### src/rtl/spi_xfer_sequencer_pkg.sv
// Shared FSM encoding, SPI mode constants and the enable rule for the
// SPI burst sequencer.
package spi_xfer_sequencer_pkg;

  typedef enum logic [2:0] {
    ST_IDLE     = 3'd0,
    ST_LOAD     = 3'd1,
    ST_ARM      = 3'd2,
    ST_WAIT_TIP = 3'd3,
    ST_XFER     = 3'd4,
    ST_GAP      = 3'd5,
    ST_DONE     = 3'd6,
    ST_ABORT    = 3'd7
  } state_t;

  localparam logic [1:0] SPI_MODE_RUN  = 2'b00;
  localparam logic [1:0] SPI_MODE_WAIT = 2'b01;

  function automatic logic spi_enabled(input logic       mstr,
                                       input logic       spiswai,
                                       input logic [1:0] mode);
    return mstr && !spiswai && (mode == SPI_MODE_RUN || mode == SPI_MODE_WAIT);
  endfunction

endpackage

### src/rtl/spi_xfer_sequencer.sv
// Multi-byte SPI master burst sequencer: pops TX bytes, pulses send_data per
// byte, captures RX bytes, spaces bytes by a gap and reports done/abort.
module spi_xfer_sequencer
  import spi_xfer_sequencer_pkg::*;
#(
  parameter int DATA_W      = 8,
  parameter int LEN_W       = 8,
  parameter int GAP_CYCLES  = 2,
  parameter int TIP_TIMEOUT = 16
) (
  input  logic              PCLK,
  input  logic              PRESETn,
  input  logic              mstr,
  input  logic              spiswai,
  input  logic [1:0]        spi_mode,
  input  logic              start,
  input  logic [LEN_W-1:0]  burst_len,
  input  logic              tx_valid,
  input  logic [DATA_W-1:0] tx_data,
  output logic              tx_ready,
  output logic              send_data,
  output logic [DATA_W-1:0] data_mosi,
  input  logic              tip,
  input  logic              receive_data,
  input  logic [DATA_W-1:0] miso_data,
  output logic              rx_valid,
  output logic [DATA_W-1:0] rx_data,
  output logic              busy,
  output logic              done,
  output logic              abort_err
);

  localparam int TO_W  = $clog2(TIP_TIMEOUT);
  localparam int GAP_W = (GAP_CYCLES > 1) ? $clog2(GAP_CYCLES) : 1;
  localparam logic [TO_W-1:0]  TO_LAST  = TO_W'(TIP_TIMEOUT - 1);
  localparam logic [GAP_W-1:0] GAP_LAST = GAP_W'(GAP_CYCLES - 1);

  state_t              r_state;
  state_t              w_state_nx;
  logic [LEN_W-1:0]    r_rem;
  logic [GAP_W-1:0]    r_gap;
  logic [TO_W-1:0]     r_to;
  logic [DATA_W-1:0]   r_mosi;
  logic [DATA_W-1:0]   r_rx_data;
  logic                r_rx_valid;
  logic                r_zero_done;

  logic w_en;
  logic w_start_ok;
  logic w_pop;
  logic w_rx_cap;

  assign w_en       = spi_enabled(mstr, spiswai, spi_mode);
  assign w_start_ok = (r_state == ST_IDLE) && start && w_en;
  assign w_pop      = (r_state == ST_LOAD) && w_en && tx_valid;
  assign w_rx_cap   = (r_state == ST_XFER) && receive_data;

  always_ff @(posedge PCLK or negedge PRESETn) begin
    if (!PRESETn) r_state <= ST_IDLE;
    else          r_state <= w_state_nx;
  end

  always_comb begin
    w_state_nx = r_state;
    case (r_state)
      ST_IDLE:     if (w_start_ok && burst_len != '0) w_state_nx = ST_LOAD;
      ST_LOAD:     if (tx_valid) w_state_nx = ST_ARM;
      ST_ARM:      w_state_nx = ST_WAIT_TIP;
      ST_WAIT_TIP: begin
        if (tip)                  w_state_nx = ST_XFER;
        else if (r_to == TO_LAST) w_state_nx = ST_ABORT;
      end
      ST_XFER:     if (receive_data)
                     w_state_nx = (r_rem == LEN_W'(1)) ? ST_DONE : ST_GAP;
      ST_GAP:      if (!tip && r_gap == GAP_LAST) w_state_nx = ST_LOAD;
      ST_DONE:     w_state_nx = ST_IDLE;
      ST_ABORT:    w_state_nx = ST_IDLE;
      default:     w_state_nx = ST_IDLE;
    endcase
    // Losing enable mid-burst overrides every other transition.
    if (r_state != ST_IDLE && r_state != ST_ABORT && !w_en) w_state_nx = ST_ABORT;
  end

  always_ff @(posedge PCLK or negedge PRESETn) begin
    if (!PRESETn) begin
      r_rem       <= '0;
      r_gap       <= '0;
      r_to        <= '0;
      r_mosi      <= '0;
      r_rx_data   <= '0;
      r_rx_valid  <= 1'b0;
      r_zero_done <= 1'b0;
    end else begin
      r_rx_valid  <= w_rx_cap;
      r_zero_done <= w_start_ok && (burst_len == '0);
      if (w_rx_cap) r_rx_data <= miso_data;
      if (w_pop)    r_mosi    <= tx_data;
      case (r_state)
        ST_IDLE:     if (w_start_ok) r_rem <= burst_len;
        // The ARM cycle is the first cycle of the tip timeout window.
        ST_ARM:      r_to <= TO_W'(1);
        ST_WAIT_TIP: r_to <= r_to + TO_W'(1);
        ST_XFER: begin
          r_gap <= '0;
          if (receive_data && w_en && r_rem != LEN_W'(1)) r_rem <= r_rem - LEN_W'(1);
        end
        ST_GAP:      r_gap <= tip ? '0 : r_gap + GAP_W'(1);
        ST_ABORT:    r_rem <= '0;
        default:     ;
      endcase
    end
  end

  assign tx_ready  = (r_state == ST_LOAD) && w_en;
  assign send_data = (r_state == ST_ARM) && w_en;
  assign data_mosi = r_mosi;
  assign rx_valid  = r_rx_valid;
  assign rx_data   = r_rx_data;
  assign busy      = (r_state != ST_IDLE);
  assign done      = (r_state == ST_DONE) || r_zero_done;
  assign abort_err = (r_state == ST_ABORT);

endmodule

### config.mk
export PLATFORM = sky130hd
export DESIGN_NAME = spi_xfer_sequencer
export DESIGN_NICKNAME = d
export VERILOG_FILES = /design/src/rtl/spi_xfer_sequencer_pkg.sv /design/src/rtl/spi_xfer_sequencer.sv
export SDC_FILE = /design/constraint.sdc
export NUM_CORES = 1
export LEC_CHECK = 0
export ABC_AREA = 0
export CAP_MARGIN = 20
export CORE_UTILIZATION = 45
export CTS_BUF_LIST = sky130_fd_sc_hd__clkbuf_4
export DETAILED_ROUTE_END_ITERATION = 8
export PLACE_DENSITY = 0.78
export SKIP_CTS_REPAIR_TIMING = 1
export SLEW_MARGIN = 20
export SYNTH_ARGS = -nofsm -noshare
export SYNTH_HDL_FRONTEND = slang
export SYNTH_SLANG_ARGS = --single-unit
### constraint.sdc
create_clock -name PCLK -period 2.27 [get_ports PCLK]
set_input_delay 0.454 -clock PCLK [delete_from_list [all_inputs] [get_ports PCLK]]
set_output_delay 0.454 -clock PCLK [all_outputs]
set_load 0.02 [all_outputs]
==> flow_metrics.py <==
metrics = {
    "cells_and_area": {
        "area_growth_pct": 42.8,
        "final_nets": 275,
        "fin_cells": 287,
        "drive_gt1_share_pct": 20.9,
        "antenna_cells": 0,
    },
    "global_route": {
        "grt_pass1_vias": 1384,
        "grt_antenna_before_repair": 0,
        "grt_pass1_wl_um": 6510,
        "grt_max_degree": 35,
        "grt-ovfl-total": 0,
        "grtUsageTotal_pct": 20.7,
    },
    "yosys": {
        "synthAdderAreaFrac_pct": 2.13,
        "synth_top_area_share_pct": 48.3,
        "synth-simple-area-share_pct": 17.9,
        "async_flop_share_pct": 100,
        "synth_xor_area_share_pct": 0.498,
        "synthTopCellsByCount": "dfrtp_1 (34), mux2_2 (19), nand2_1 (13), nor2_1 (13), o21ai_0 (10)",
        "yosysMostFrequentCell": "dfrtp_1",
        "synth_edf_count": 0,
        "synth_nets": 207,
        "ys_seq_area_share_pct": 48.3,
        "yosys.cell_types.count": 39,
        "synth_compound_area_share_pct": 14.7,
        "synth_area_mm2": 0.00176,
        "synthMuxAreaShare_pct": 12.2,
        "yosys_most_used_dff": "dfrtp_1",
        "synth_top_family_by_area": "simple AND/OR/NAND/NOR gates",
        "avgSynthCellArea_um2": 10.4,
        "synth_area_leader_cell": "dfrtp_1",
        "yosys_warnings": 0,
        "synthTopCellsByArea": "dfrtp_1 (48%), mux2_2 (12%), o21ai_0 (2.8%)",
        "synth-seq-cells": 34,
        "synthCells": 170,
    },
    "sta": {
        "fmax_mhz": 454,
        "hold_viol_final": 0,
        "fin_crit_ns": 2.20,
        "fin_skew_ns": 0.00648,
        "tightest_slew_ns": 0.544,
        "slew_violations": 0,
        "timing.final.crit_share_pct": 97.1,
        "max_slew_margin_pct": 63.4,
        "whs_ns": 0.515,
        "setup_viol_count_final": 0,
    },
    "route": {
        "wl_per_cell_um": 14.1,
        "drt-vias-per-instance": 5.38,
        "vias": 1545,
        "drt-pass1-iter-count": 4,
        "drtIter0Drc": 52,
        "ant_nets": 0,
        "route.detailed.drc": 0,
        "wl_um": 4050,
    },
    "clocking": {
        "cts_tree": "built",
        "clk_pin_slew_worst_paths_ns": 0.10,
        "ctsRootBufferMaster": "clkbuf_4",
        "htreeDepth": 2,
        "cts.sinks": 34,
        "cts_max_path_buffers": 2,
        "clk_latency_ns": 0.33,
        "cts_made_buffers": 5,
    },
    "floorplanning": {
        "io_pins": 56,
        "placeableCoreArea_mm2": 0.00372,
        "die_x_um": 64.5,
        "die_y_um": 64.5,
        "die_area_mm2": 0.00417,
        "start_util_pct": 47.4,
        "fp-row-count": 22,
    },
    "pwr": {
        "clockPowerShare_pct": 10.3,
        "p_int_mw": 1.83,
        "power.leakage_nw": 1.12,
        "p_switching_mw": 1.25,
        "total_power_mw": 3.08,
        "p_per_area_mw_per_mm2": 1230,
        "pwr-share-seq_pct": 36.2,
        "combPwrFrac_pct": 53.5,
        "vdd_drop_max_mv": 0.596,
        "switching_share_pct": 40.7,
    },
    "critical_path": {
        "path_cells": "and3_1 -> clkdlybuf4s50_1",
        "critPathCaptureType": "primary output",
        "crit_buf_inv": 1,
        "critPathArrivalTime_ns": 1.75,
        "critPathKind": "flop to primary output",
        "crit_required_ns": 1.82,
        "crit_path_max_fanout": 12,
        "slowest_delay_ns": 0.64,
        "startpoint_type": "flop",
        "slowest_stage": "clkdlybuf4s50_1",
        "crit_family": "buffers and inverters",
    },
    "status": {
        "status": "finished, final reports clean",
    },
    "placed_design": {
        "io_buffers": 54,
        "gp_congestion": 0.920,
        "dp_hpwl_um": 2980,
        "dp.cells": 274,
    },
    "hold_path": {
        "min_path_type": "flop to flop",
    },
    "run": {
        "timing.max_cap.violations": 0,
    },
}
[cell usage in the layout (no fill, tap or decap), drive strengths merged, types with 2 or more instances in the layout]
cell type      instances
a221oi                 3
inv                    9
ha                     3
dlymetal6s2s           4
clkinv                 2
nor3                  10
clkbuf                 5
mux2                  19
nand2b                 2
o21ai                 17
nor2                  13
nand3                  3
a32oi                  3
nand2                 13
nor4                   4
a21oi                  8
nor2b                  2
a22oi                  2
clkdlybuf4s50         50
a31oi                  2
dfrtp                 34
buf                   13
[layout make-up]
cell class                 count  area, um2
clock buffer                   5       37.5
clock inverter                 3       16.3
fill                         302       1200
inverter                       9       33.8
multi-input combinational    121        852
sequential                    34        853
tap                           48       60.1
timing repair buffer          67        661
[cells by family after synthesis]
logic type / after synthesis
adders and majority gates: 3
buffers and inverters: 15
and+or+nand+nor: 57
xor gates and xnor gates: 1
muxes: 19
AOI/OAI and AO/OA: 41
DFF: 34
[path summary, 6_finish.rpt]
check	startpoint	endpoint	slack [ns]	cells past startpoint
max in group asynchronous	PRESETn	r_state[1]	1.44	2
min in group asynchronous	PRESETn	data_mosi[2]	0.52	2
max	r_state[1]	abort_err	0.07	2
min reg2reg	data_mosi[6]	data_mosi[6]	0.51	1
max reg2reg	r_rem[1]	r_rem[2]	0.18	7
min	data_mosi[6]	data_mosi[6]	0.51	1
[power groups by stage]
| stage | registers, mW | logic (mW) | clock network [mW] |
|---|---|---|---|
| 2_1_floorplan | 1.20 | 0.901 | 0 |
| 3_3_place_gp | 1.09 | 1.55 | 0 |
| 3_5_place_dp | 1.11 | 1.59 | 0 |
| 4_1_cts | 1.10 | 1.59 | 0.329 |
| 5_1_grt | 1.15 | 1.80 | 0.361 |
| 6_report | 1.11 | 1.65 | 0.318 |
[sequential cells by signal, indices dropped and copies added, names as in the netlist]
| signal | count |
|---|---|
| data_mosi | 8 |
| r_gap | 1 |
| r_rem | 8 |
| r_state | 3 |
| r_to | 4 |
| r_zero_done | 1 |
| rx_data | 8 |
| rx_valid | 1 |
[metal layers]
layer  up-vias  part of all wire [%]  global-route usage [%]
met2        58                    49                    34.9
met4         0                  0.84                    6.67
met3         4                   6.0                    6.69
met1       729                    44                    25.0
met5         -                     0                       0
li1        754                     -                       -
[through the flow]
stage,area [um2],utilization [%],setup WS [ns],TNS (ns)
detailed placement,2390,64.4,-0.321,-0.868
floorplan,1760,-,0.431,0
global route,2510,67.6,-0.00935,-0.00935
global placement,2390,64.4,-0.314,-0.765
CTS,2450,65.8,-0.321,-0.963
finish,2510,67.6,0.0657,0
Power figures use the tool's default switching activity.
